==> config.mk <==
export PLATFORM = sky130hd
export DESIGN_NAME = key_seq_initiator
export DESIGN_NICKNAME = d
export VERILOG_FILES = /design/src/rtl/key_seq_initiator.sv
export SDC_FILE = /design/constraint.sdc
export NUM_CORES = 1
export LEC_CHECK = 0
export ABC_AREA = 1
export BUFFER_PORTS_ARGS = -buffer_cell sky130_fd_sc_hd__buf_2
export CORE_MARGIN = 1.5
export CORE_UTILIZATION = 55
export DETAILED_ROUTE_END_ITERATION = 12
export PLACE_DENSITY = 0.88
export SLEW_MARGIN = 10
export SYNTH_ARGS = -nofsm -noshare
export SYNTH_HDL_FRONTEND = slang
export SYNTH_SLANG_ARGS = --single-unit
==> constraint.sdc <==
create_clock -name clk -period 3.4 [get_ports clk]
set_clock_uncertainty 0.15 [all_clocks]
set_input_delay 0.34 -clock clk [delete_from_list [all_inputs] [get_ports clk]]
set_output_delay 0.34 -clock clk [all_outputs]
set_load 0.05 [all_outputs]
==> src/rtl/key_seq_initiator.sv <==
// key_seq_initiator: bus-side initiator for the address-encoded serial key protocol.
// Issues SEQ_LEN qualified read cycles and assembles the sampled SDRD bits.
module key_seq_initiator #(
    parameter int SEQ_LEN       = 16,
    parameter int STROBE_CYCLES = 2,
    parameter int GAP_CYCLES    = 1
) (
    input  logic                   clk,
    input  logic                   rst,
    input  logic                   start,
    input  logic                   abort,
    input  logic [4*SEQ_LEN-1:0]   challenge,
    input  logic                   sdrd,
    output logic                   sser_n,
    output logic                   ba13,
    output logic                   ba12,
    output logic [3:0]             ba_nib,
    output logic                   br_w,
    output logic                   busy,
    output logic                   done,
    output logic [SEQ_LEN-1:0]     response
);

    localparam int IW   = (SEQ_LEN > 1) ? $clog2(SEQ_LEN) : 1;
    localparam int CMAX = (STROBE_CYCLES > GAP_CYCLES) ? STROBE_CYCLES : GAP_CYCLES;
    localparam int CW   = (CMAX > 1) ? $clog2(CMAX) : 1;

    localparam logic [IW-1:0] IDX_LAST = IW'(SEQ_LEN - 1);
    localparam logic [CW-1:0] STB_LAST = CW'(STROBE_CYCLES - 1);
    localparam logic [CW-1:0] GAP_LAST = CW'((GAP_CYCLES > 0) ? GAP_CYCLES - 1 : 0);

    typedef enum logic [2:0] {
        IDLE,
        SETUP,
        STROBE,
        GAP,
        FINISH
    } state_t;

    state_t               state, state_n;
    logic [IW-1:0]        idx, idx_n;
    logic [CW-1:0]        cnt, cnt_n;
    logic [4*SEQ_LEN-1:0] chal, chal_n;
    logic [SEQ_LEN-1:0]   resp_n;
    logic                 step;
    logic                 on_bus;
    logic [3:0]           nib_n;

    always_comb begin
        state_n = state;
        idx_n   = idx;
        cnt_n   = cnt;
        chal_n  = chal;
        resp_n  = response;
        step    = 1'b0;
        if (abort && state != IDLE) begin
            state_n = IDLE;
        end else begin
            unique case (state)
                IDLE: begin
                    if (start && !abort) begin
                        chal_n  = challenge;
                        resp_n  = '0;
                        idx_n   = '0;
                        state_n = SETUP;
                    end
                end
                SETUP: begin
                    cnt_n   = '0;
                    state_n = STROBE;
                end
                STROBE: begin
                    if (cnt == STB_LAST) begin
                        resp_n[idx] = sdrd;
                        cnt_n       = '0;
                        if (GAP_CYCLES > 0) state_n = GAP;
                        else step = 1'b1;
                    end else begin
                        cnt_n = cnt + CW'(1);
                    end
                end
                GAP: begin
                    if (cnt == GAP_LAST) begin
                        cnt_n = '0;
                        step  = 1'b1;
                    end else begin
                        cnt_n = cnt + CW'(1);
                    end
                end
                FINISH: state_n = IDLE;
                default: state_n = IDLE;
            endcase
            // Advance to the next bus cycle, or wrap up without overrunning idx
            if (step) begin
                if (idx == IDX_LAST) begin
                    state_n = FINISH;
                end else begin
                    idx_n   = idx + IW'(1);
                    state_n = SETUP;
                end
            end
        end
        on_bus = (state_n == SETUP) || (state_n == STROBE) || (state_n == GAP);
        nib_n  = on_bus ? chal_n[{idx_n, 2'b00} +: 4] : 4'h0;
    end

    always_ff @(posedge clk or posedge rst) begin
        if (rst) begin
            state    <= IDLE;
            idx      <= '0;
            cnt      <= '0;
            chal     <= '0;
            response <= '0;
            sser_n   <= 1'b1;
            ba13     <= 1'b0;
            ba12     <= 1'b0;
            ba_nib   <= 4'h0;
            br_w     <= 1'b0;
            busy     <= 1'b0;
            done     <= 1'b0;
        end else begin
            state    <= state_n;
            idx      <= idx_n;
            cnt      <= cnt_n;
            chal     <= chal_n;
            response <= resp_n;
            sser_n   <= (state_n != STROBE);
            ba13     <= 1'b0;
            ba12     <= on_bus;
            ba_nib   <= nib_n;
            br_w     <= on_bus;
            busy     <= (state_n != IDLE);
            done     <= (state_n == FINISH);
        end
    end

endmodule

## Word-level counts from Yosys, hierarchy flattened

Cells that the tools add are included.

| storage, ports and cells | value |
|---|---|
| output and inout bits | 26 |
| register bits after elaboration | 96 |
| input port bits | 69 |
| logic and storage cells | 67 |

| cells by class | value |
|---|---|
| shift-type cells | 1 |
| $lt $le $gt $ge | 2 |
| bitwise logic cells | 1 |
| reduce and logical (&&, ||, !) cells | 13 |
| equality and inequality tests | 11 |
| muxes and demuxes | 27 |
| add/subtract/negate cells | 2 |

Operators by type and width:

| operator | number |
|---|---|
| two-way mux 64 bit | 3 |
| variable part select 64 x 7 -> 4 bit | 1 |
| two-way mux 16 bit | 2 |
| one-hot mux 16 bit (2 select lines) | 1 |
| two-way mux 4 bit | 6 |
| bitwise mux 16 bit | 1 |
| two-way mux 3 bit | 5 |
| == test 3 x 2 -> 1 bit, second input constant | 4 |
| one-hot mux 3 bit (4 select lines) | 1 |
| nonzero test 3 bit | 3 |
| == test 3 x 1 -> 1 bit, second input constant | 2 |
| two-way mux 1 bit | 6 |
| < comparator 4 x 5 -> 1 bit, second input constant | 1 |
| adder 4 x 1 -> 4 bit, second input constant | 1 |
| demux 1 bit (select 4 bit) | 1 |
| == test 4 bit, second input constant | 1 |
| greater-or-equal comparator 4 x 1 -> 1 bit, second input constant | 1 |
| != test 2 bit, second input constant | 2 |
| AND reduction 4 bit | 1 |
| == test 3 bit, second input constant | 1 |
| logical AND 1 bit | 3 |
| logical NOT 3 bit | 1 |
| != test 3 x 2 -> 1 bit, second input constant | 1 |
| one-hot mux 1 bit (3 select lines) | 1 |
| other kinds (6) | 7 |

## Longest topological paths before layout

| depth | value |
|---|---|
| depth in word-level cells | 10 |
| mapped depth | 13 |
| gate-level depth less buffers | 12 |

## Worst setup path after synthesis

OpenSTA, ideal clock, no wires.

| timing path | value |
|---|---|
| path kind | register -> register |
| start point | reg idx[0] |
| end point | reg ba_nib[2] |
| data arrival time | 1.728 ns |
| required time | 3.179 ns |
| period minus slack after synthesis | 1.950 ns |
| library setup time | 0.071 ns |
| slack | 1.450 ns |
| stages on the path, launching flop included | 14 |
| path through | dfrtp_1 ha_1 nand3_2 nand3_1 nand2_1 nand3_2 nand2_2 buf_2 nand2_1 nand3_1 nand3_1 nand3_1 nand2_1 nor2_1 |

| between the ends | value |
|---|---|
| longest elaborated chain between the ends | 8 |

Ends and longest elaborated chain:

| item | RTL line | RTL |
|---|---|---|
| start, declared | 41 | `logic [IW-1:0] idx, idx_n;` |
| start signal, assigned | 123 | `idx <= idx_n;` |
| parallel branches: the longest is 7 deep, another holds adder 4 x 1 -> 4 bit | - |  |
| two-way mux 4 bit * | 104 | `nib_n = on_bus ? chal_n[{idx_n, 2'b00} +: 4] : 4'h0;` |
| named net nib_n[2] | 47 | `logic [3:0] nib_n;` |
| end signal, assigned | 130 | `ba_nib <= nib_n;` |
| end, declared | 17 | `output logic [3:0] ba_nib,` |

Mark *: on every way through the listed nets, which the timed path passes.
A chain may end at the register's enable or synchronous reset.

## Worst setup path in the final report

| timing path | value |
|---|---|
| start point | reg state[0] |
| end point | reg ba_nib[1] |

| between the ends | value |
|---|---|
| longest elaborated chain between the ends | 9 |

Ends and longest elaborated chain:

| item | RTL line | RTL |
|---|---|---|
| start, declared | 40 | `state_t state, state_n;` |
| start signal, assigned | 122 | `state <= state_n;` |
| parallel branches: the longest is 8 deep, another holds variable part select 64 x 7 -> 4 bit | - |  |
| two-way mux 4 bit * | 104 |  |
| named net nib_n[1] | 47 |  |

Mark *: on every way through the listed nets, which the timed path passes. The select of a mux whose other input is x is not followed.

==> impl_metrics.tcl <==
set metrics [dict create \
    synthCells 593 \
    min_period_ns 2.45 \
    cts_tree "done" \
    path_buf_inv 1 \
    crit_arrival_ns 2.60 \
    status "finished clean" \
    crit_required_ns 3.55 \
    hold_viol 0 \
    die_w_um 94.8 \
    syn_area_um2 4640 \
    detailed_place_hpwl_um 8000 \
    wl_um 11200 \
    synth_cell_types 29 \
    start_util 0.567 \
    cts_buffers 9 \
    worst_pin_slew_ns 1.07 \
    timing.final.ws_setup_ns 0.951 \
    synth_edf_count 0 \
    clk_latency_ns 0.37 \
    power_per_cell_area_nw_per_um2 712 \
    synth.most_common_cell "nand2_1" \
    synthTopCellsByCount "nand2_1 (250), dfrtp_1 (95), nand3_1 (87)" \
    ys_seq_elements 96 \
    pre_cts_ws_ns 0.991 \
    fmax_mhz 408 \
    vias 4200 \
    num_rows 33 \
    io_pins 95 \
    n_antenna_cell 0 \
    fin_crit_sh 0.720 \
    grt_pass1_wl_um 18000 \
    end_kind "flip-flop" \
    critPathMaxFanout 33 \
    slowest_delay_ns 0.44 \
    min_path_cells 3 \
    ys_seq_area_frac 0.518 \
    htreeDepth 3 \
    area_delta_synth_final_pct 15.5 \
    synth_top_area_cell "dfrtp_1" \
    rsz0062_at_grt "no" \
    cp_slowest_cell "nand2_2" \
    placedInstanceArea_um2 5140 \
    crit_family "simple AND/OR/NAND/NOR gates" \
    layoutNonFillerInstCount 784 \
    reg2regPathDepth 12 \
    drcViolationCount 0 \
    grt_pass1_vias 3836 \
    drtIter0Drc 285 \
    grt_max_degree 67 \
    globalRouteTotalUtil 0.259 \
    yosys_warnings 0 \
    synth_area_leaders "dfrtp_1 (51%), nand2_1 (20%), nand3_1 (9.4%)" \
    place.port_buffers 93 \
    worstPathCellList "nor2_2 -> nand4_2 -> buf_4 -> nand2_1 -> nand3_2 -> nand2_2 -> nand2_1 -> nand3_1 -> nand3_1 -> nand3_1 -> nand2_1 -> nor2_1" \
    worstSetupStartpointType "flip-flop" \
    avgSynthCellArea_um2 7.82 \
    nets 747 \
    path_clk_slew_ns 0.09 \
    place.gp.congestion 0.937 \
    utilization 0.655 \
    drive_gt1_frac 0.199 \
    antenna_left 0 \
    drt-vias-per-instance 5.36 \
    dieArea_um2 9000 \
    timing.rr.end "ba_nib[1]" \
    timing.slew.headroom 0.282 \
    power_leakage_uw 0.00291 \
    synth.top_cell.area_share 0.512 \
    root_buffer "clkbuf_8" \
    wl_per_cell_um 14.2 \
    dpl.cell_count 767 \
    grt-ovfl-total 0 \
    criticalPathCategory "reg -> reg" \
    timing.rr.start "state[0]" \
    r2r_slack_ns 0.95 \
    stdcell_area_um2 5360 \
    drv_cap 0 \
    setup_viol 0 \
    core_um2 8180 \
    die_h_um 94.8 \
    min_path_type "in -> reg" \
    ys_async_sr_fraction 1.00 \
    synthFlopType "dfrtp_1" \
    slew_viol_final 0 \
    tns_ns 0 \
    drt_first_pass_iters 5 \
    min_from "challenge[43]" \
    antenna_found_initial 0 \
    clkSinkCount 96 \
    clk_path_buf_depth 2 \
    worstHoldEndpoint "chal[43]" \
    ir_worst_vdd_mv 0.409 \
    synth_fp_nets 666 \
]
placed cells by master (no fill, tap or decap), drive strengths merged:
| master | netlist | routed |
|---|---|---|
| o21ai | 16 | 16 |
| inv | 31 | 30 |
| nand2 | 256 | 256 |
| clkinvlp | 0 | 1 |
| nand4 | 2 | 2 |
| clkinv | 0 | 3 |
| conb | 1 | 1 |
| dlygate4sd3 | 0 | 1 |
| nor2 | 27 | 27 |
| o211ai | 1 | 1 |
| nand3 | 89 | 89 |
| bufinv | 0 | 2 |
| or2 | 1 | 1 |
| dfstp | 1 | 1 |
| ha | 4 | 4 |
| buf | 26 | 101 |
| a21oi | 11 | 11 |
| a31oi | 5 | 5 |
| o22ai | 4 | 4 |
| nor3b | 1 | 1 |
| dfrtp | 95 | 95 |
| o31ai | 10 | 10 |
| nor3 | 6 | 6 |
| clkbuf | 6 | 11 |
metrics by stage:
stage / total power [uW] / hold slack (ns)
after floorplan: 2660 / 0.288
after global placement: 2950 / 0.302
after detailed placement: 3010 / 0.308
after CTS: 3820 / 0.0352
after global routing: 4050 / 0.0495
final: 3810 / 0.0384
worst min-delay path: stages:
cell	delay [ns]
buf_2	0.07
nand2_1	0.04
nand2_1	0.07
sequential cells by signal, summed over array words and instances, names as in the netlist:
| register | count |
|---|---|
| sser_n | 1 |
| idx | 4 |
| done | 1 |
| busy | 1 |
| state | 3 |
| chal | 64 |
| br_w | 1 |
| cnt | 1 |
| response | 16 |
| ba_nib | 4 |
worst max-delay path by stage:
stage	from	to	slack (ns)	cells after the start
after global placement	state[0]	ba_nib[1]	1.09	11
final	state[0]	ba_nib[1]	0.95	12
after floorplan	rst	ba_nib[0]	0.41	1
after global routing	state[0]	ba_nib[2]	0.73	12
after CTS	state[0]	ba_nib[1]	0.97	12
after detailed placement	state[0]	ba_nib[1]	0.99	12
what timing repair did:
item,4_1_cts,5_1_grt
setup endpoints to repair,0,0
endpoints found under the hold margin,47,0
hold buffers,1,0
resized for setup,0,0
buffers inserted,0,0
area by class of cell:
| class | instances | area [um2] |
|---|---|---|
| inverters | 31 | 118 |
| clock buffers | 11 | 131 |
| clock inverters | 5 | 81.3 |
| fillers | 714 | 2820 |
| multi-input cells | 434 | 1950 |
| flip-flops and latches | 96 | 2400 |
| repair buffers | 102 | 548 |
| well taps | 105 | 131 |
metal layers:
layer	vias up	share of wire	track usage
li1	2077	-	-
met1	1967	0.44	0.345
met2	133	0.49	0.426
met3	23	0.048	0.0346
met4	0	0.026	0.111
met5	-	0	0
report_power, final:
| part | internal [uW] | leakage [uW] | total (uW) | switching, uW |
|---|---|---|---|---|
| clock network | 415 | 0.000104 | 805 | 390 |
| registers | 1470 | 0.00123 | 1580 | 117 |
| logic | 419 | 0.00158 | 1420 | 1010 |
| total | 2300 | 0.00291 | 3810 | 1510 |
cells by family (layout without fill, tap and decap cells):
kind of cell | count (synthesis) | after routing | synth area share
other | 1 | 1 | 0.000808
and+or+nand+nor | 382 | 382 | 0.348
AOI/OAI and AO/OA | 47 | 47 | 0.0591
DFF | 96 | 96 | 0.518
adders and majority gates | 4 | 4 | 0.0108
buffers and inverters | 63 | 149 | 0.0636
(Power assumes the default switching activity.)
